[src/rtl/md5_stream_core.sv]
// Iterative MD5 compression engine: UNROLL steps per clock, A/B/C/D chained across message blocks.
// Define MD5_DEBUG_EN to expose the working registers, step counter and round constant on debug ports.
module md5_stream_core #(
    parameter int UNROLL = 1,
    parameter int WORD_W = 32
) (
    input  logic                    clk_i,
    input  logic                    rst_i,
    input  logic                    blk_valid_i,
    output logic                    blk_ready_o,
    input  logic                    blk_first_i,
    input  logic                    blk_last_i,
    input  logic [15:0][WORD_W-1:0] M_i,
    output logic                    hash_valid_o,
    input  logic                    hash_ready_i,
    output logic [4*WORD_W-1:0]     hash_o,
    output logic                    busy_o
`ifdef MD5_DEBUG_EN
    ,
    output logic [WORD_W-1:0]       dbg_A_o,
    output logic [WORD_W-1:0]       dbg_B_o,
    output logic [WORD_W-1:0]       dbg_C_o,
    output logic [WORD_W-1:0]       dbg_D_o,
    output logic [5:0]              dbg_step_o,
    output logic [1:0]              dbg_round_o,
    output logic [WORD_W-1:0]       dbg_K_o
`endif
);

    if (WORD_W != 32) begin : g_bad_width
        $error("md5_stream_core: WORD_W must be 32");
    end
    if (UNROLL != 1 && UNROLL != 2 && UNROLL != 4 && UNROLL != 8) begin : g_bad_unroll
        $error("md5_stream_core: UNROLL must be 1, 2, 4 or 8");
    end

    typedef logic [31:0] word_t;
    typedef enum logic [2:0] {S_IDLE, S_LOAD, S_ROUND, S_FINAL, S_HOLD} state_t;

    localparam word_t IV_A = 32'h67452301;
    localparam word_t IV_B = 32'hefcdab89;
    localparam word_t IV_C = 32'h98badcfe;
    localparam word_t IV_D = 32'h10325476;
    localparam logic [5:0] LAST_STEP = 6'(64 - UNROLL);
    localparam logic [5:0] STEP_INC  = 6'(UNROLL);

    localparam word_t K_ROM [64] = '{
        32'hd76aa478, 32'he8c7b756, 32'h242070db, 32'hc1bdceee, 32'hf57c0faf, 32'h4787c62a, 32'ha8304613, 32'hfd469501,
        32'h698098d8, 32'h8b44f7af, 32'hffff5bb1, 32'h895cd7be, 32'h6b901122, 32'hfd987193, 32'ha679438e, 32'h49b40821,
        32'hf61e2562, 32'hc040b340, 32'h265e5a51, 32'he9b6c7aa, 32'hd62f105d, 32'h02441453, 32'hd8a1e681, 32'he7d3fbc8,
        32'h21e1cde6, 32'hc33707d6, 32'hf4d50d87, 32'h455a14ed, 32'ha9e3e905, 32'hfcefa3f8, 32'h676f02d9, 32'h8d2a4c8a,
        32'hfffa3942, 32'h8771f681, 32'h6d9d6122, 32'hfde5380c, 32'ha4beea44, 32'h4bdecfa9, 32'hf6bb4b60, 32'hbebfbc70,
        32'h289b7ec6, 32'heaa127fa, 32'hd4ef3085, 32'h04881d05, 32'hd9d4d039, 32'he6db99e5, 32'h1fa27cf8, 32'hc4ac5665,
        32'hf4292244, 32'h432aff97, 32'hab9423a7, 32'hfc93a039, 32'h655b59c3, 32'h8f0ccc92, 32'hffeff47d, 32'h85845dd1,
        32'h6fa87e4f, 32'hfe2ce6e0, 32'ha3014314, 32'h4e0811a1, 32'hf7537e82, 32'hbd3af235, 32'h2ad7d2bb, 32'heb86d391
    };

    function automatic word_t md5_f(input logic [1:0] rnd, input word_t b, input word_t c, input word_t d);
        case (rnd)
            2'd0:    return (b & c) | (~b & d);
            2'd1:    return (d & b) | (~d & c);
            2'd2:    return b ^ c ^ d;
            default: return c ^ (b | ~d);
        endcase
    endfunction

    // Index arithmetic is done mod 16 directly, since 16 divides each round's base step times its multiplier.
    function automatic logic [3:0] md5_idx(input logic [5:0] g);
        case (g[5:4])
            2'd0:    return g[3:0];
            2'd1:    return g[3:0] * 4'd5 + 4'd1;
            2'd2:    return g[3:0] * 4'd3 + 4'd5;
            default: return g[3:0] * 4'd7;
        endcase
    endfunction

    function automatic logic [4:0] md5_s(input logic [5:0] g);
        case ({g[5:4], g[1:0]})
            4'h0: return 5'd7;   4'h1: return 5'd12;  4'h2: return 5'd17;  4'h3: return 5'd22;
            4'h4: return 5'd5;   4'h5: return 5'd9;   4'h6: return 5'd14;  4'h7: return 5'd20;
            4'h8: return 5'd4;   4'h9: return 5'd11;  4'ha: return 5'd16;  4'hb: return 5'd23;
            4'hc: return 5'd6;   4'hd: return 5'd10;  4'he: return 5'd15;  default: return 5'd21;
        endcase
    endfunction

    function automatic word_t rotl(input word_t x, input logic [4:0] s);
        return (x << s) | (x >> (6'd32 - {1'b0, s}));
    endfunction

    function automatic word_t bswap(input word_t x);
        return {x[7:0], x[15:8], x[23:16], x[31:24]};
    endfunction

    state_t                    state_q, state_d;
    logic [15:0][WORD_W-1:0]   msg_q;
    logic                      first_q, last_q;
    word_t                     a_q, b_q, c_q, d_q;
    word_t                     a_d, b_d, c_d, d_d;
    word_t                     ca_q, cb_q, cc_q, cd_q;
    word_t                     sa, sb, sc, sd;
    logic [5:0]                step_q;
    logic [127:0]              hash_q;
    logic [5:0]                g;
    word_t                     t, nb;

    always_ff @(posedge clk_i) begin
        if (rst_i) state_q <= S_IDLE;
        else       state_q <= state_d;
    end

    always_comb begin
        state_d = state_q;
        case (state_q)
            S_IDLE:  if (blk_valid_i) state_d = S_LOAD;
            S_LOAD:  state_d = S_ROUND;
            S_ROUND: if (step_q == LAST_STEP) state_d = S_FINAL;
            S_FINAL: state_d = last_q ? S_HOLD : S_IDLE;
            S_HOLD:  if (hash_ready_i) state_d = S_IDLE;
            default: state_d = S_IDLE;
        endcase
    end

    always_comb begin
        blk_ready_o  = (state_q == S_IDLE);
        hash_valid_o = (state_q == S_HOLD);
        busy_o       = (state_q != S_IDLE);
    end

    // UNROLL chained MD5 steps evaluated combinationally from the current working registers.
    always_comb begin
        a_d = a_q;
        b_d = b_q;
        c_d = c_q;
        d_d = d_q;
        g   = step_q;
        t   = '0;
        nb  = '0;
        for (int i = 0; i < UNROLL; i++) begin
            g   = step_q + 6'(i);
            t   = a_d + md5_f(g[5:4], b_d, c_d, d_d) + K_ROM[g] + msg_q[md5_idx(g)];
            nb  = b_d + rotl(t, md5_s(g));
            a_d = d_d;
            d_d = c_d;
            c_d = b_d;
            b_d = nb;
        end
    end

    assign sa = ca_q + a_q;
    assign sb = cb_q + b_q;
    assign sc = cc_q + c_q;
    assign sd = cd_q + d_q;

    always_ff @(posedge clk_i) begin
        if (rst_i) begin
            msg_q   <= '0;
            first_q <= 1'b0;
            last_q  <= 1'b0;
            a_q <= IV_A;  b_q <= IV_B;  c_q <= IV_C;  d_q <= IV_D;
            ca_q <= IV_A; cb_q <= IV_B; cc_q <= IV_C; cd_q <= IV_D;
            step_q  <= '0;
            hash_q  <= '0;
        end else begin
            case (state_q)
                S_IDLE: begin
                    if (blk_valid_i) begin
                        msg_q   <= M_i;
                        first_q <= blk_first_i;
                        last_q  <= blk_last_i;
                    end
                end
                S_LOAD: begin
                    step_q <= '0;
                    if (first_q) begin
                        a_q <= IV_A;  b_q <= IV_B;  c_q <= IV_C;  d_q <= IV_D;
                        ca_q <= IV_A; cb_q <= IV_B; cc_q <= IV_C; cd_q <= IV_D;
                    end else begin
                        a_q <= ca_q;  b_q <= cb_q;  c_q <= cc_q;  d_q <= cd_q;
                    end
                end
                S_ROUND: begin
                    a_q <= a_d;  b_q <= b_d;  c_q <= c_d;  d_q <= d_d;
                    step_q <= step_q + STEP_INC;
                end
                S_FINAL: begin
                    ca_q <= sa;  cb_q <= sb;  cc_q <= sc;  cd_q <= sd;
                    if (last_q) hash_q <= {bswap(sa), bswap(sb), bswap(sc), bswap(sd)};
                end
                default: ;
            endcase
        end
    end

    assign hash_o = hash_q;

`ifdef MD5_DEBUG_EN
    assign dbg_A_o     = a_q;
    assign dbg_B_o     = b_q;
    assign dbg_C_o     = c_q;
    assign dbg_D_o     = d_q;
    assign dbg_step_o  = step_q;
    assign dbg_round_o = step_q[5:4];
    assign dbg_K_o     = (state_q == S_ROUND) ? K_ROM[step_q] : '0;
`endif

endmodule

[config.mk]
export PLATFORM = sky130hd
export DESIGN_NAME = md5_stream_core
export DESIGN_NICKNAME = d
export VERILOG_FILES = /design/src/rtl/md5_stream_core.sv
export SDC_FILE = /design/constraint.sdc
export NUM_CORES = 2
export LEC_CHECK = 0
export CORE_MARGIN = 3
export CORE_UTILIZATION = 40
export CTS_BUF_LIST = sky130_fd_sc_hd__clkbuf_4 sky130_fd_sc_hd__clkbuf_8
export CTS_CLUSTER_SIZE = 25
export DETAILED_ROUTE_END_ITERATION = 10
export PLACE_DENSITY = 0.74
export SLEW_MARGIN = 40
export SYNTH_ARGS = -nofsm -noshare
export SYNTH_HDL_FRONTEND = slang
export SYNTH_SLANG_ARGS = --single-unit
[constraint.sdc]
create_clock -name clk_i -period 10.8 [get_ports clk_i]
set_input_delay 2.16 -clock clk_i [delete_from_list [all_inputs] [get_ports clk_i]]
set_output_delay 2.16 -clock clk_i [all_outputs]
set_load 0.005 [all_outputs]
# Yosys cells after proc, flatten, opt, wreduce, memory -nomap -nowiden

Memory sizes are Yosys's and may differ from the RTL's. A register that Yosys moved wholly into a read port is not among the register bits.
Cells that the tools add are included.

Reduce and logical (&&, ||, !) cells: 8
Magnitude comparators: 2
Bitwise operators: 14
Muxes and demuxes: 26
$add $sub $neg: 12
Shift operators: 2
Eq/ne operators: 10
Multipliers: 3

Operator list:

| kind                                                                  | count |
|---|---|
| 32-bit one-hot mux with 2 select lines                                | 8 |
| 32-bit adder                                                          | 8 |
| 32-bit two-way mux                                                    | 7 |
| 32-bit bitwise AND                                                    | 4 |
| 32-bit binary-select mux with 4-bit select                            | 1 |
| 32-bit bitwise OR                                                     | 4 |
| 32-bit one-hot mux with 3 select lines                                | 1 |
| 32-bit bitwise XOR                                                    | 3 |
| 32-bit inverter                                                       | 2 |
| 32-bit by 5-bit << shifter with 32-bit output                         | 1 |
| 32-bit by 6-bit right shift with 32-bit output                        | 1 |
| 3-bit one-hot mux with 5 select lines                                 | 1 |
| 3-bit two-way mux                                                     | 4 |
| 4-bit one-hot mux with 3 select lines                                 | 1 |
| 6-bit one-hot mux with 2 select lines                                 | 1 |
| 4-bit by 3-bit multiplier with 4-bit output, second input constant    | 2 |
| 4-bit two-way mux                                                     | 2 |
| 7-bit >= comparator, second input constant                            | 1 |
| 6-bit inverter with 7-bit output                                      | 1 |
| 6-bit by 1-bit adder with 6-bit output, second input constant         | 1 |
| 3-bit by 2-bit equality test with 1-bit output, second input constant | 2 |
| 6-bit equality test, second input constant                            | 1 |
| 6-bit by 5-bit subtractor with 6-bit output, first input constant     | 1 |
| 4-bit by 5-bit < comparator with 1-bit output, second input constant  | 1 |
| 15 further kinds                                                      | 18 |

Input port bits: 518
Memories kept: 2
Register bits: 907
ROM bits: 2128

Memories:

| name             | words | width | rd ports | clocked after memory_dff | wr ports | line | source |
|---|---|---|---|---|---|---|---|
| (name not given) | 64    | 32    | 1        | 0                        | 0        | 140  | `t = a_d + md5_f(g[5:4], b_d, c_d, d_d) + K_ROM[g] + msg_q[md5_idx(g)];` |
| (name not given) | 16    | 5     | 1        | 1                        | 0        | 78   | `case ({g[5:4], g[1:0]})` |

# Longest topological paths before layout

Word-level depth: 11
Mapped depth: 46
Gate-level depth less buffers: 41

# Worst setup path before layout

No wires, ideal clock.

Path type: reg-to-reg
From: register step_q[0]
To: register b_q[31]
Clock period less this slack: 10.124 ns
Cell stages (with the launch flop): 42
Data required time: 10.731 ns
Path slack: 0.676 ns
Buffers on the path: 4
Arrival: 10.055 ns
Cells stage by stage: dfxtp_1 clkbuf_1 clkinv_1 ha_1 inv_1 nand3_1 o21ai_0 a21oi_1 clkbuf_1 clkbuf_1 mux4_2 mux2_2 o21ai_0 fa_1 inv_1 ha_1 buf_4 a211o_1 [6 not listed] mux4_2 nand2_1 o31a_1 mux2_2 o221ai_1 ha_1 o21a_1 a2111oi_0 o211ai_1 nand3_1 nand4_1 nand2_1 o31ai_1 a21oi_1 o21ai_0 a21oi_1 xnor3_1 o21ai_1

Cells in the longest elaborated chain, start to end: 10
Elaborated cells on any way between the ends: 19
Classes of those cells: add/sub: 5; mul: 3; shift: 2; mux: 6; bitwise: 2; memory: 1

RTL lines:

| item                                                                                                            | line    | source |
|---|---|---|
| start, declared                                                                                                 | 101     | `logic [5:0] step_q;` |
| start signal, assigned                                                                                          | 183     | `step_q <= step_q + STEP_INC;` |
| 4-bit by 2-bit multiplier with 4-bit output, or another cell as far along                                       | 72      | `2'd2: return g[3:0] * 4'd3 + 4'd5;` |
| 4-bit by 3-bit adder with 4-bit output, or another cell as far along                                            | 72      |  |
| 4-bit one-hot mux with 3 select lines or 32-bit two-way mux (tied branches)                                     | 69, 140 |  |
| 32-bit binary-select mux with 4-bit select or 32-bit two-way mux (tied branches)                                | 140     |  |
| 32-bit two-way mux (not written as such) or 32-bit adder (tied branches)                                        | 140     |  |
| 32-bit adder *                                                                                                  | 140     |  |
| 32-bit by 6-bit right shift with 32-bit output or 32-bit by 5-bit << shifter with 32-bit output (tied branches) | 87      | `return (x << s) \| (x >> (6'd32 - {1'b0, s}));` |
| 32-bit bitwise OR *                                                                                             | 87      |  |
| 32-bit adder *                                                                                                  | 141     | `nb = b_d + rotl(t, md5_s(g));` |
| 32-bit one-hot mux with 2 select lines *                                                                        | 164     | `case (state_q)` |
| end signal, assigned                                                                                            | 178     | `a_q <= ca_q; b_q <= cb_q; c_q <= cc_q; d_q <= cd_q;` |
| end, declared                                                                                                   | 97      | `word_t a_q, b_q, c_q, d_q;` |

Every way passes the cells marked *; elsewhere a longest branch is shown, timed or not. The select of a mux whose other input is x is not followed.
A chain may end at the register's enable or synchronous reset.

# Final worst setup path

From: register step_q[2]
To: register b_q[31]

Same word-level chain as after synthesis.

==> results.rst <==
.. list-table::
   :header-rows: 1

   * - Metric
     - Value
   * - Result of the run
     - completed
   * - Most used DFF post-synth
     - sky130_fd_sc_hd__dfxtp_1
   * - Last weighted congestion value of the routability-driven placer
     - approximately 1.0
   * - Cells after synthesis
     - 7215
   * - Sum of met3 wire segment lengths after detailed routing
     - ~22000 µm
   * - Site row count
     - approximately 140
   * - Ratio of final minimum period to clock period
     - 0.948
   * - CTS root buffer
     - sky130_fd_sc_hd__clkbuf_8
   * - Worst voltage drop across the vdd grid
     - 0.216 mV
   * - Sum of routed wire length over all layers
     - ~230000 µm
   * - Insertion delay to the later sink of the worst-skew pair
     - ~0.9 ns
   * - Worst setup EP type
     - register
   * - Final setup violation count
     - 0
   * - Hold crit path type
     - register to register
   * - Drt first pass iters
     - 7
   * - Post-Place Cell Area
     - about 0.064 mm²
   * - TritonCTS clock tree
     - built
   * - Most common cell after layout, fill and taps aside
     - sky130_fd_sc_hd__nand2_1
   * - Setup_tns
     - 0 ns
   * - Fraction of layout cells with a size suffix above 1
     - 0.0898
   * - Final period demand of the worst path
     - 10.24 ns
   * - Port Buf Inserts
     - approximately 650
   * - Floorplan die height
     - 379 µm
   * - Critical path data arrival time
     - 11.09 ns
   * - Count of flip-flops with a built-in enable after synthesis
     - 0
   * - Global route overflow
     - 0
   * - Transition time at the pin with the least slew margin
     - between 0.8 and 0.9 ns
   * - Count of unresolved DRC violations after routing
     - 0
   * - Area overhead of the layout relative to synthesis
     - 21.1%
   * - First-pass GRT wire length
     - 334000 µm
   * - Average footprint of a synthesized cell
     - 7.71 µm²
   * - Total routing usage reported by global routing
     - 0.305
   * - Top routing layer in use
     - met5
   * - Design Area, Final
     - between 0.06 and 0.07 mm²
   * - Core region area
     - about 0.14 mm²
   * - Worst-path maximum fanout
     - 57
   * - Maximum number of buffers from clock root to sink
     - 3
   * - Most frequent cells in the layout
     - 1699 x sky130_fd_sc_hd__nand2_1, 1041 x sky130_fd_sc_hd__a21oi_1, 906 x sky130_fd_sc_hd__dfxtp_1
   * - Rel. slew slack
     - 0.409
   * - Number of buffers inserted for hold repair after clock tree synthesis
     - 0
   * - Synth Register Bits
     - just over 900
   * - HPWL after detailed placement
     - approximately 170000 µm
   * - Top-level I/O count
     - 649
   * - Net count reported at finish
     - around 8400
   * - RSZ-0062 raised after global routing
     - false
   * - Wire per inst
     - between 20 and 25 µm
   * - Post-Route Skew
     - 0.0675 ns
   * - CP required
     - about 12 ns
   * - Post-synth net total
     - 8022
   * - TritonCTS Sinks
     - approximately 910
   * - Top cell type by total area after synthesis
     - sky130_fd_sc_hd__dfxtp_1
   * - Sort of element at the start of the critical path
     - register
   * - WS Path Type
     - register to register
   * - Number of global-route vias before repair
     - around 53000
   * - Slowest-stage cell, CP
     - sky130_fd_sc_hd__mux4_4
   * - Number of pins exceeding their max-slew limit in the final report
     - 0
   * - Number of DRC markers after the initial detailed-route iteration
     - around 6800
   * - Highest clock rate
     - roughly 100 MHz
   * - Number of CTS-inserted buffers
     - 157
   * - Largest stage delay on the critical path
     - approximately 0.64 ns
   * - Initial antenna violation count
     - 33
   * - Post-DRT Antenna Nets
     - 0
   * - Synth top area cells
     - sky130_fd_sc_hd__dfxtp_1 33%, sky130_fd_sc_hd__nand2_1 11%, sky130_fd_sc_hd__a21oi_1 9.4%, sky130_fd_sc_hd__mux4_2 5.6%, sky130_fd_sc_hd__ha_1 4.9%
   * - Unique cell type count in the Yosys netlist
     - between 80 and 90
   * - Sequential share of the synthesized area
     - 0.328
   * - Leak pwr
     - 26.4 nW
   * - Post-synth top area share
     - 0.328
   * - Post-synthesis async set-or-reset flop share
     - 0
   * - Via/cell ratio
     - 5.94
   * - Syn Std Cell Area
     - around 0.056 mm²
   * - Initial core utilization
     - 0.404
   * - Final Hold Violating Endpoints
     - 0
   * - Total of fill cells in the finished design
     - ~13000
   * - Die extent in x
     - between 300 and 400 µm
   * - Routed wl met2
     - between 100000 and 150000 µm
   * - Multi-input logic area
     - approximately 0.035 mm²
   * - Largest net degree at the start of global routing
     - between 150 and 200
   * - Count of H-tree levels built during CTS
     - 4
   * - Power per unit of standard cell area
     - around 260 mW/mm²
   * - Met1 wire length
     - a little over 90000 µm
   * - Die Area
     - 0.144 mm²
   * - Worst-path clk slew
     - 0.08 ns
   * - Reported max-cap violation count
     - 0
   * - Count of synthesis-stage warnings from yosys
     - 0
   * - Sequential cell area
     - about 0.018 mm²
   * - Number of vias in the routed layout
     - between 50000 and 60000
synthesized netlist by cell type, drive strengths merged, types with 36 or more instances:
master	n
nand2	1701
a21oi	1042
dfxtp	912
clkbuf	475
nor2	407
o21ai	346
ha	220
inv	192
mux4	139
nor3	138
a22oi	137
xnor2	134
nand3	108
mux2i	104
a21o	98
xor2	94
buf	80
nand2b	76
fa	69
a31oi	68
a211oi	62
mux2	56
o22ai	51
o211ai	49
o21a	36
state kept, by name, summed over array words and instances, names as in the netlist, named ones only:
signal,flops
a_d,32
ca_q,32
msg_q,512
cb_q,32
step_q,6
state_q,3
first_q,1
c_q,32
hash_o,128
a_q,32
cd_q,32
b_q,32
cc_q,32
last_q,1
final timing paths:
kind | startpoint | end | slack (ns) | cells past startpoint
worst min-delay path | msg_q[427]$_SDFFE_PP0P_ | msg_q[427]$_SDFFE_PP0P_ | 0.45 | 2
worst max register to register | step_q[2]$_SDFFE_PP0N_ | b_q[31]$_SDFFE_PP1N_ | 0.56 | 40
worst max-delay path | step_q[2]$_SDFFE_PP0N_ | b_q[31]$_SDFFE_PP1N_ | 0.56 | 40
worst min register to register | msg_q[427]$_SDFFE_PP0P_ | msg_q[427]$_SDFFE_PP0P_ | 0.45 | 2
where the power goes:
part	switching, W	internal, W	total, W	leakage, nW
sequential	0.000429	0.00365	0.00408	7.45
combinational	0.00576	0.00388	0.00965	17.1
clock	0.00157	0.00196	0.00353	1.86
repair_timing:
action                                  CTS  global route
endpoints found under the setup margin    0             3
setup buffers                             0             0
gates resized for setup                   0             3
layer usage:
layer,up-vias,track usage
li1,26100,-
met1,27100,0.394
met2,3007,0.470
met3,601,0.0651
met4,14,0.174
met5,-,0
worst max-delay path: cells and delay by family (launching register included):
family / cells / cell delay, ns
AO/OA/AOI/OAI: 16 / 3.03
XOR/XNOR: 1 / 0.32
adder cells (fa/ha/maj): 5 / 2.02
buffers and inverters: 8 / 1.19
flip-flops: 1 / 0.57
multiplexers: 4 / 1.65
AND/OR/NAND/NOR: 6 / 1.26
cells by family after synthesis:
family,share of synthesized area
AO/OA/AOI/OAI,0.228
XOR/XNOR,0.0367
adder cells (fa/ha/maj),0.0743
buffers and inverters,0.0527
flip-flops,0.328
multiplexers,0.0866
AND/OR/NAND/NOR,0.193
cell type report:
class | count | area share
inverter | 196 | 0.0109
multi-input combinational | 5551 | 0.513
sequential | 912 | 0.271
clock inverter | 42 | 0.00787
tap | 1794 | 0.0333
timing repair buffer | 802 | 0.118
antenna | 23 | 0.000854
clock buffer | 238 | 0.0441
metrics by stage:
| stage | utilization | power [W] | std cells | hold WS (ns) | setup WS [ns] |
|---|---|---|---|---|---|
| 6_report | 0.489 | 0.0173 | 9558 | 0.451 | 0.560 |
| 5_1_grt | 0.489 | 0.0183 | 9557 | 0.469 | 0.0258 |
| 4_1_cts | 0.488 | 0.0170 | 9533 | 0.451 | 0.751 |
| 3_5_place_dp | 0.463 | 0.0135 | 9253 | 0.443 | 0.808 |
| 3_3_place_gp | 0.461 | 0.0134 | 9247 | 0.439 | 0.877 |
| 2_1_floorplan | - | 0.0105 | 7215 | 0.433 | 0.676 |
Power figures use the tool's default switching activity.
